`config.mk`:
```
export PLATFORM = sky130hd
export DESIGN_NAME = ht_cmd_ingress_flat
export DESIGN_NICKNAME = d
export VERILOG_FILES = /design/src/rtl/hash_table_pkg.sv /design/src/rtl/ht_cmd_if.sv /design/src/rtl/ht_sc_fifo.sv /design/src/rtl/ht_cmd_ingress.sv /design/src/flat_wrapper.sv
export SDC_FILE = /design/constraint.sdc
export NUM_CORES = 1
export LEC_CHECK = 0
export BUFFER_PORTS_ARGS = -buffer_cell sky130_fd_sc_hd__buf_4
export CORE_ASPECT_RATIO = 1.75
export CORE_MARGIN = 2
export CORE_UTILIZATION = 50
export CTS_CLUSTER_SIZE = 16
export DETAILED_ROUTE_END_ITERATION = 7
export GPL_TIMING_DRIVEN = 0
export PLACE_DENSITY = 0.67
export SLEW_MARGIN = 20
export SYNTH_ARGS = -nofsm -noshare
export SYNTH_HDL_FRONTEND = slang
export SYNTH_SLANG_ARGS = --single-unit
```
`constraint.sdc`:
```
create_clock -name clk_i -period 16.9 [get_ports clk_i]
set_clock_uncertainty 0.05 [all_clocks]
set_input_delay 3.38 -clock clk_i [delete_from_list [all_inputs] [get_ports clk_i]]
set_output_delay 3.38 -clock clk_i [all_outputs]
set_load 0.02 [all_outputs]
```
`src/rtl/hash_table_pkg.sv`:
```
// Shared hash table types and system-level sizing defaults.
// The command format is common to every stage that touches the table.
package hash_table;

  localparam int HT_KEY_W = 16;
  localparam int HT_VAL_W = 32;

  localparam int HT_INGRESS_DEPTH = 8;
  localparam int HT_MAX_INFLIGHT  = 16;

  typedef enum logic [1:0] {
    HT_OP_INSERT = 2'd0,
    HT_OP_LOOKUP = 2'd1,
    HT_OP_DELETE = 2'd2,
    HT_OP_NOP    = 2'd3
  } ht_op_t;

  typedef struct packed {
    ht_op_t                op;
    logic [HT_KEY_W-1:0]   key;
    logic [HT_VAL_W-1:0]   value;
  } ht_command_t;

endpackage

```
`src/rtl/ht_cmd_if.sv`:
```
// Command stream into the hash table.
// Handshake: a transfer happens on a clock edge where valid and ready are both
// high; once valid rises, cmd stays stable and valid stays high until that transfer.
interface ht_cmd_if;
  import hash_table::*;

  ht_command_t cmd;
  logic        valid;
  logic        ready;

  modport master (output cmd, output valid, input ready);
  modport slave  (input cmd, input valid, output ready);

endinterface

```
`src/rtl/ht_sc_fifo.sv`:
```
// Generic single-clock show-ahead FIFO on a registered memory array.
// Head entry is visible on rdata whenever empty is low; ready is a registered !full.
module ht_sc_fifo #(
  parameter int DWIDTH = 8,
  parameter int DEPTH  = 8
) (
  input  logic                    clk,
  input  logic                    rst,
  input  logic                    push,
  input  logic                    pop,
  input  logic [DWIDTH-1:0]       wdata,
  output logic [DWIDTH-1:0]       rdata,
  output logic                    full,
  output logic                    empty,
  output logic                    ready,
  output logic [$clog2(DEPTH):0]  level
);

  localparam int AW = $clog2(DEPTH);

  logic [DWIDTH-1:0] mem [DEPTH];
  logic [AW:0]       wr_ptr;
  logic [AW:0]       rd_ptr;
  logic [AW:0]       wr_ptr_next;
  logic [AW:0]       rd_ptr_next;
  logic              do_push;
  logic              do_pop;
  logic              full_next;

  // The pointer MSB is a wrap bit: equal indices with differing wrap bits mean full.
  assign full  = (wr_ptr[AW] != rd_ptr[AW]) && (wr_ptr[AW-1:0] == rd_ptr[AW-1:0]);
  assign empty = (wr_ptr == rd_ptr);
  assign level = wr_ptr - rd_ptr;
  assign rdata = mem[rd_ptr[AW-1:0]];

  assign do_push = push & ~full;
  assign do_pop  = pop & ~empty;

  assign wr_ptr_next = wr_ptr + (AW+1)'(do_push);
  assign rd_ptr_next = rd_ptr + (AW+1)'(do_pop);
  assign full_next   = (wr_ptr_next[AW] != rd_ptr_next[AW]) &&
                       (wr_ptr_next[AW-1:0] == rd_ptr_next[AW-1:0]);

  always_ff @(posedge clk or posedge rst) begin
    if (rst) begin
      wr_ptr <= '0;
      rd_ptr <= '0;
      ready  <= 1'b0;
    end else begin
      wr_ptr <= wr_ptr_next;
      rd_ptr <= rd_ptr_next;
      ready  <= ~full_next;
    end
  end

  always_ff @(posedge clk) begin
    if (do_push) begin
      mem[wr_ptr[AW-1:0]] <= wdata;
    end
  end

endmodule

```
`src/rtl/ht_cmd_ingress.sv`:
```
// Ingress stage ahead of hash_table_top: queues host commands and limits how
// many are outstanding inside the table using a result-driven credit count.
module ht_cmd_ingress
  import hash_table::*;
#(
  parameter int DEPTH        = HT_INGRESS_DEPTH,
  parameter int MAX_INFLIGHT = HT_MAX_INFLIGHT
) (
  input  logic                           clk_i,
  input  logic                           rst_i,
  ht_cmd_if.slave                        ht_cmd_in,
  ht_cmd_if.master                       ht_cmd_out,
  input  logic                           res_valid_i,
  input  logic                           res_ready_i,
  output logic [$clog2(DEPTH):0]         fifo_level_o,
  output logic [$clog2(MAX_INFLIGHT):0]  inflight_o,
  output logic                           err_underflow_o
);

  localparam int              IW       = $clog2(MAX_INFLIGHT) + 1;
  localparam logic [IW-1:0]   CNT_MAX  = IW'(MAX_INFLIGHT);
  localparam logic [IW-1:0]   CNT_ONE  = IW'(1);

  ht_command_t       head_cmd;
  logic              fifo_full;
  logic              fifo_empty;
  logic              in_ready;
  logic              out_valid;
  logic              push;
  logic              issue;
  logic              retire;
  logic [IW-1:0]     inflight_q;
  logic              err_q;

  assign push   = ht_cmd_in.valid & in_ready & ~fifo_full;
  assign issue  = out_valid & ht_cmd_out.ready;
  assign retire = res_valid_i & res_ready_i;

  ht_sc_fifo #(
    .DWIDTH ($bits(ht_command_t)),
    .DEPTH  (DEPTH)
  ) u_fifo (
    .clk   (clk_i),
    .rst   (rst_i),
    .push  (push),
    .pop   (issue),
    .wdata (ht_cmd_in.cmd),
    .rdata (head_cmd),
    .full  (fifo_full),
    .empty (fifo_empty),
    .ready (in_ready),
    .level (fifo_level_o)
  );

  // Gating uses the registered count, so a freed credit is usable one cycle later.
  assign out_valid = ~fifo_empty & (inflight_q < CNT_MAX);

  assign ht_cmd_in.ready  = in_ready;
  assign ht_cmd_out.valid = out_valid;
  assign ht_cmd_out.cmd   = head_cmd;

  always_ff @(posedge clk_i or posedge rst_i) begin
    if (rst_i) begin
      inflight_q <= '0;
      err_q      <= 1'b0;
    end else begin
      if (issue && !retire) begin
        inflight_q <= inflight_q + CNT_ONE;
      end else if (retire && !issue) begin
        if (inflight_q == '0) begin
          err_q <= 1'b1;
        end else begin
          inflight_q <= inflight_q - CNT_ONE;
        end
      end
    end
  end

  assign inflight_o      = inflight_q;
  assign err_underflow_o = err_q;

endmodule
```
`src/flat_wrapper.sv`:
```
// flat-port wrapper written by rule: the top's interface ports become plain ports
module ht_cmd_ingress_flat import hash_table::*;
#(
  parameter int DEPTH        = HT_INGRESS_DEPTH,
  parameter int MAX_INFLIGHT = HT_MAX_INFLIGHT
)
  (clk_i, rst_i, res_valid_i, res_ready_i, fifo_level_o, inflight_o, err_underflow_o, ht_cmd_in_cmd, ht_cmd_in_valid, ht_cmd_in_ready, ht_cmd_out_cmd, ht_cmd_out_valid, ht_cmd_out_ready);
  ht_cmd_if ht_cmd_in_i ();
  ht_cmd_if ht_cmd_out_i ();
  input  logic clk_i;
  input  logic rst_i;
  input  logic res_valid_i;
  input  logic res_ready_i;
  output logic [$clog2(DEPTH):0] fifo_level_o;
  output logic [$clog2(MAX_INFLIGHT):0] inflight_o;
  output logic err_underflow_o;
  input wire logic [$bits(ht_cmd_in_i.cmd)-1:0] ht_cmd_in_cmd;
  input wire logic [$bits(ht_cmd_in_i.valid)-1:0] ht_cmd_in_valid;
  output wire logic [$bits(ht_cmd_in_i.ready)-1:0] ht_cmd_in_ready;
  output wire logic [$bits(ht_cmd_out_i.cmd)-1:0] ht_cmd_out_cmd;
  output wire logic [$bits(ht_cmd_out_i.valid)-1:0] ht_cmd_out_valid;
  input wire logic [$bits(ht_cmd_out_i.ready)-1:0] ht_cmd_out_ready;
  assign ht_cmd_in_i.cmd = ht_cmd_in_cmd;
  assign ht_cmd_in_i.valid = ht_cmd_in_valid;
  assign ht_cmd_in_ready = ht_cmd_in_i.ready;
  assign ht_cmd_out_cmd = ht_cmd_out_i.cmd;
  assign ht_cmd_out_valid = ht_cmd_out_i.valid;
  assign ht_cmd_out_i.ready = ht_cmd_out_ready;
  ht_cmd_ingress #(.DEPTH(DEPTH), .MAX_INFLIGHT(MAX_INFLIGHT)) u_core (.clk_i(clk_i), .rst_i(rst_i), .ht_cmd_in(ht_cmd_in_i), .ht_cmd_out(ht_cmd_out_i), .res_valid_i(res_valid_i), .res_ready_i(res_ready_i), .fifo_level_o(fifo_level_o), .inflight_o(inflight_o), .err_underflow_o(err_underflow_o));
endmodule
```
==> impl_summary.md <==
Floorplan
The area enclosed by the die boundary is 33430 sq um. The die is 139.1 um wide. The height of the die is 240.4 um.

The floorplan has 86 rows. The initial utilization of the core area, before any placement, comes to 0.5064. 118 I/O pins were placed.

The core region is 31530 sq um.

Clock network
The clock tree synthesis step divided the H-tree into 2 levels. The tree is rooted in a sky130_fd_sc_hd__clkbuf_16. The number of buffers between clock root and the deepest sink is 3. The number of gates resized after CTS was 0. After clock tree synthesis, the flow added hold-fix buffers numbering 0. The later pin in the worst-skew pair is clocked with a latency of 0.53 ns. The CTS tree is built. The clock drives 415 sinks.

The CTS buffer count is 36. After clock tree synthesis, the clock-pin slew on the worst setup and hold paths is 0.07 ns. The number of buffers inserted to repair setup after CTS is 0.

Pwr
For this design the static power due to leakage is 0.006632 uW. The relative contribution of the clock network to total power is 0.225. The internal cell power is 2320 uW. The part of the total power dissipated in combinational logic is 0.387.

In this run the power spent charging and discharging nets is 1159 uW. The share of total power dissipated in sequential elements is 0.388. The switching share of power is 0.3332. Power spread over the standard cell area amounts to 182.3 nW/um^2.

The maximum VDD drop is 0.1634 mV.

Synth
For this run, asynchronously set or reset flops after synthesis account for 0.03614. The total of flip-flops plus latches after synthesis is 415. The synthesized netlist occupies a cell area of 15970 sq um.

The area share of the largest cell type after synthesis is 0.7524. Yosys printed 0 warnings. A synthesized cell averages 20.42 sq um.

The net count of the mapped netlist is 852. The cell count after synthesis is 782. The netlist uses 33 different library cells.

The most used flip-flop cell after synthesis is sky130_fd_sc_hd__edfxtp_1. Of the synthesized area, sequential elements account for 0.7759. sky130_fd_sc_hd__edfxtp_1 takes more of the synthesized area than any other cell. The number of flops mapped to enable cells by yosys is 400. After synthesis, the cell types taking the most area are sky130_fd_sc_hd__edfxtp_1 (75%), sky130_fd_sc_hd__mux4_2 (14%), sky130_fd_sc_hd__nand2_1 (3.7%).

STA
At the pin with the least slew margin, the transition time is 0.8311 ns. The total negative setup slack is 0 ns. Counting I/O delays and the setup requirement, the final critical path takes 6.521 ns.

The count of endpoints failing hold in the final timing report is 0. Timing would allow up to 0.1534 GHz. The normalized max-slew margin is 0.4459. Setup repair after global routing left no endpoint under its margin. The post-route fraction of the period consumed by the critical path is 0.3859. The number of failing setup endpoints in the final timing report is 0. The number of max-slew violations in the final report was 0.

Routing
After the first detailed-routing iteration, the DRC count stood at 587. The count of nets left with antenna violations once routing finished came out at 0. The detailed-route via count is 7890. In the final routed layout, each cell accounts on average for 23.59 um. The DRC violation count after routing is 0. The number of detailed-route iterations in the first pass is 6.

Summed over all layers, the routed wires come to 32790 um. In the routed layout, each cell is associated on average with a via count of 5.676.

Global route
The first global-routing pass estimated 48930 um of wire. The via count of the first global-routing pass is 8230. Across every metal layer, demand over resource in global routing totals 0.1980. Entering global routing, the biggest net connects 22 pins. The initial antenna violation count is 0. The sum of overflow across all layers after global routing is 0.

Setup path
The endpoint identified for the worst register-to-register timing path is u_core.inflight_o[4]. In this run the register-to-register setup slack is 12.75 ns. The largest fanout on the critical path is 10. The worst flop-to-flop path startpoint is u_core.u_fifo.rd_ptr[2]. The worst path arrival time is 3.09 ns. On the worst path, the slowest cell contributes a delay of 0.43 ns.

Counting cells, the worst reg-to-reg path comes to 14. Data on the critical path is required at its endpoint by 13.47 ns. The number of buffers and inverters on the critical path is 4. The cell with the biggest individual delay on the critical path is sky130_fd_sc_hd__ha_1. The start-to-end type of the worst setup path is register to primary output. The kind of start point of the critical path is a register. The signal on the critical path passes through clkbuf_1, clkinv_1, clkbuf_1, ha_1, and3_1, a21oi_1, buf_4. Broken down by cell family, the worst path's largest delay share belongs to buffers and inverters. STA classifies the critical path endpoint as a primary output.

The most common cell type on the critical path is sky130_fd_sc_hd__clkbuf_1.

Flow run
The max-cap check violation count is 0.

Outcome
The run finished with clean final reports.

Final layout
The area overhead of the layout relative to synthesis is 19.55%. The library cells used most frequently in the layout, excluding fill and tap cells, are sky130_fd_sc_hd__edfxtp_1 (400), sky130_fd_sc_hd__nand2_1 (158), sky130_fd_sc_hd__buf_4 (128). The net count reported at finish is 1039.

Of the cells placed in the final design, the portion with a size suffix greater than 1 is 0.3290. The library cell used most frequently in the layout, excluding fill and tap cells, is sky130_fd_sc_hd__edfxtp_1. The finished layout holds 1390 standard cells, fillers aside. The number of antenna diodes in the final layout is 0.

Worst hold path
The worst hold path terminates at u_core.err_underflow_o. The startpoint of the tightest hold check path is u_core.err_underflow_o. Counting instances, the worst hold path has a depth of 1. The tightest min-delay check is of the register to register type.

Place
The detailed placer's ending HPWL is 21250 um. The number of port buffers is 117. The number of cells in the design after placement is 1327.

At the end of routability-driven placement, the weighted congestion stood at 0.7654.
==> cells in the mapped netlist, types with 2 or more instances <==
library cell               instances
sky130_fd_sc_hd__nand2_1         158
sky130_fd_sc_hd__xor2_1            5
sky130_fd_sc_hd__fa_1              2
sky130_fd_sc_hd__inv_1            10
sky130_fd_sc_hd__dfrtp_1          15
sky130_fd_sc_hd__buf_1            12
sky130_fd_sc_hd__a21o_1            2
sky130_fd_sc_hd__edfxtp_1        400
sky130_fd_sc_hd__a21oi_1           5
sky130_fd_sc_hd__buf_2            12
sky130_fd_sc_hd__nor2_1            6
sky130_fd_sc_hd__clkbuf_1         10
sky130_fd_sc_hd__nor3_1            3
sky130_fd_sc_hd__and2_1            3
sky130_fd_sc_hd__ha_1             12
sky130_fd_sc_hd__xnor2_1           9
sky130_fd_sc_hd__nand3_1           3
sky130_fd_sc_hd__mux4_2          100
==> power groups by stage <==
stage / registers, uW / logic, uW / clock network [uW]
after floorplan: 1380 / 825 / 0
after global placement: 1390 / 1280 / 0
after detailed placement: 1370 / 1370 / 0
after CTS: 1350 / 1380 / 800
after global routing: 1360 / 1450 / 834
final: 1350 / 1350 / 783
==> final cells by class <==
type | instances | area, sq um
Inverter | 11 | 41.29
Tap cell | 396 | 495.5
Timing Repair Buffer | 149 | 1466
Clock buffer | 41 | 940.9
Multi-Input combinational cell | 322 | 3450
Sequential cell | 415 | 12390
Clock inverter | 22 | 162.7
Fill cell | 2275 | 12440
Buffer | 34 | 142.6
==> registers in the layout, summed over array words and instances (netlist names) <==
| signal | flops |
|---|---|
| u_core.u_fifo.rd_ptr | 4 |
| u_core.u_fifo.mem | 400 |
| u_core.u_fifo.wr_ptr | 4 |
| u_core.err_underflow_o | 1 |
| u_core.inflight_o | 5 |
| u_core.u_fifo.ready | 1 |
==> metrics by stage <==
step	total power [uW]	cell area [sq um]	utilization	hold WS [ns]	setup slack [ns]
floorplan	2201	15970	-	0.4515	9.174
global placement	2673	17340	0.5500	0.3964	5.641
detailed placement	2741	17980	0.5704	0.3994	10.88
CTS	3526	19090	0.6054	0.4146	10.31
global route	3642	19090	0.6054	0.4280	10.20
finish	3479	19090	0.6054	0.4107	10.38
==> kinds of logic (layout without fill, tap and decap cells) <==
group	Yosys count	in the layout	share of synthesized area
xor+xnor	14	14	0.007680
mux	101	101	0.1420
fa+ha+maj	14	14	0.01191
simple gates	180	180	0.04546
buf+inv	45	257	0.01152
compound gates	13	13	0.005565
flops	415	415	0.7759
==> worst max path at each step <==
stage,start,endpoint,cells after the start
5_1_grt,u_core.u_fifo.rd_ptr[2],ht_cmd_out_valid,7
3_3_place_gp,ht_cmd_in_valid,u_core.u_fifo.mem[1][28],5
2_1_floorplan,ht_cmd_in_valid,u_core.u_fifo.mem[1][0],4
6_report,u_core.u_fifo.rd_ptr[2],ht_cmd_out_valid,7
4_1_cts,u_core.u_fifo.rd_ptr[2],ht_cmd_out_valid,7
3_5_place_dp,u_core.u_fifo.rd_ptr[2],ht_cmd_out_valid,7
==> routing by layer <==
layer | vias up | part of all wire | global-route usage
met5 | - | 0 | 0
met4 | 0 | 0.026 | 0.06305
met3 | 46 | 0.051 | 0.03485
met2 | 224 | 0.53 | 0.3506
met1 | 4143 | 0.39 | 0.2506
li1 | 3477 | - | -
Power figures use the tool's default switching activity.
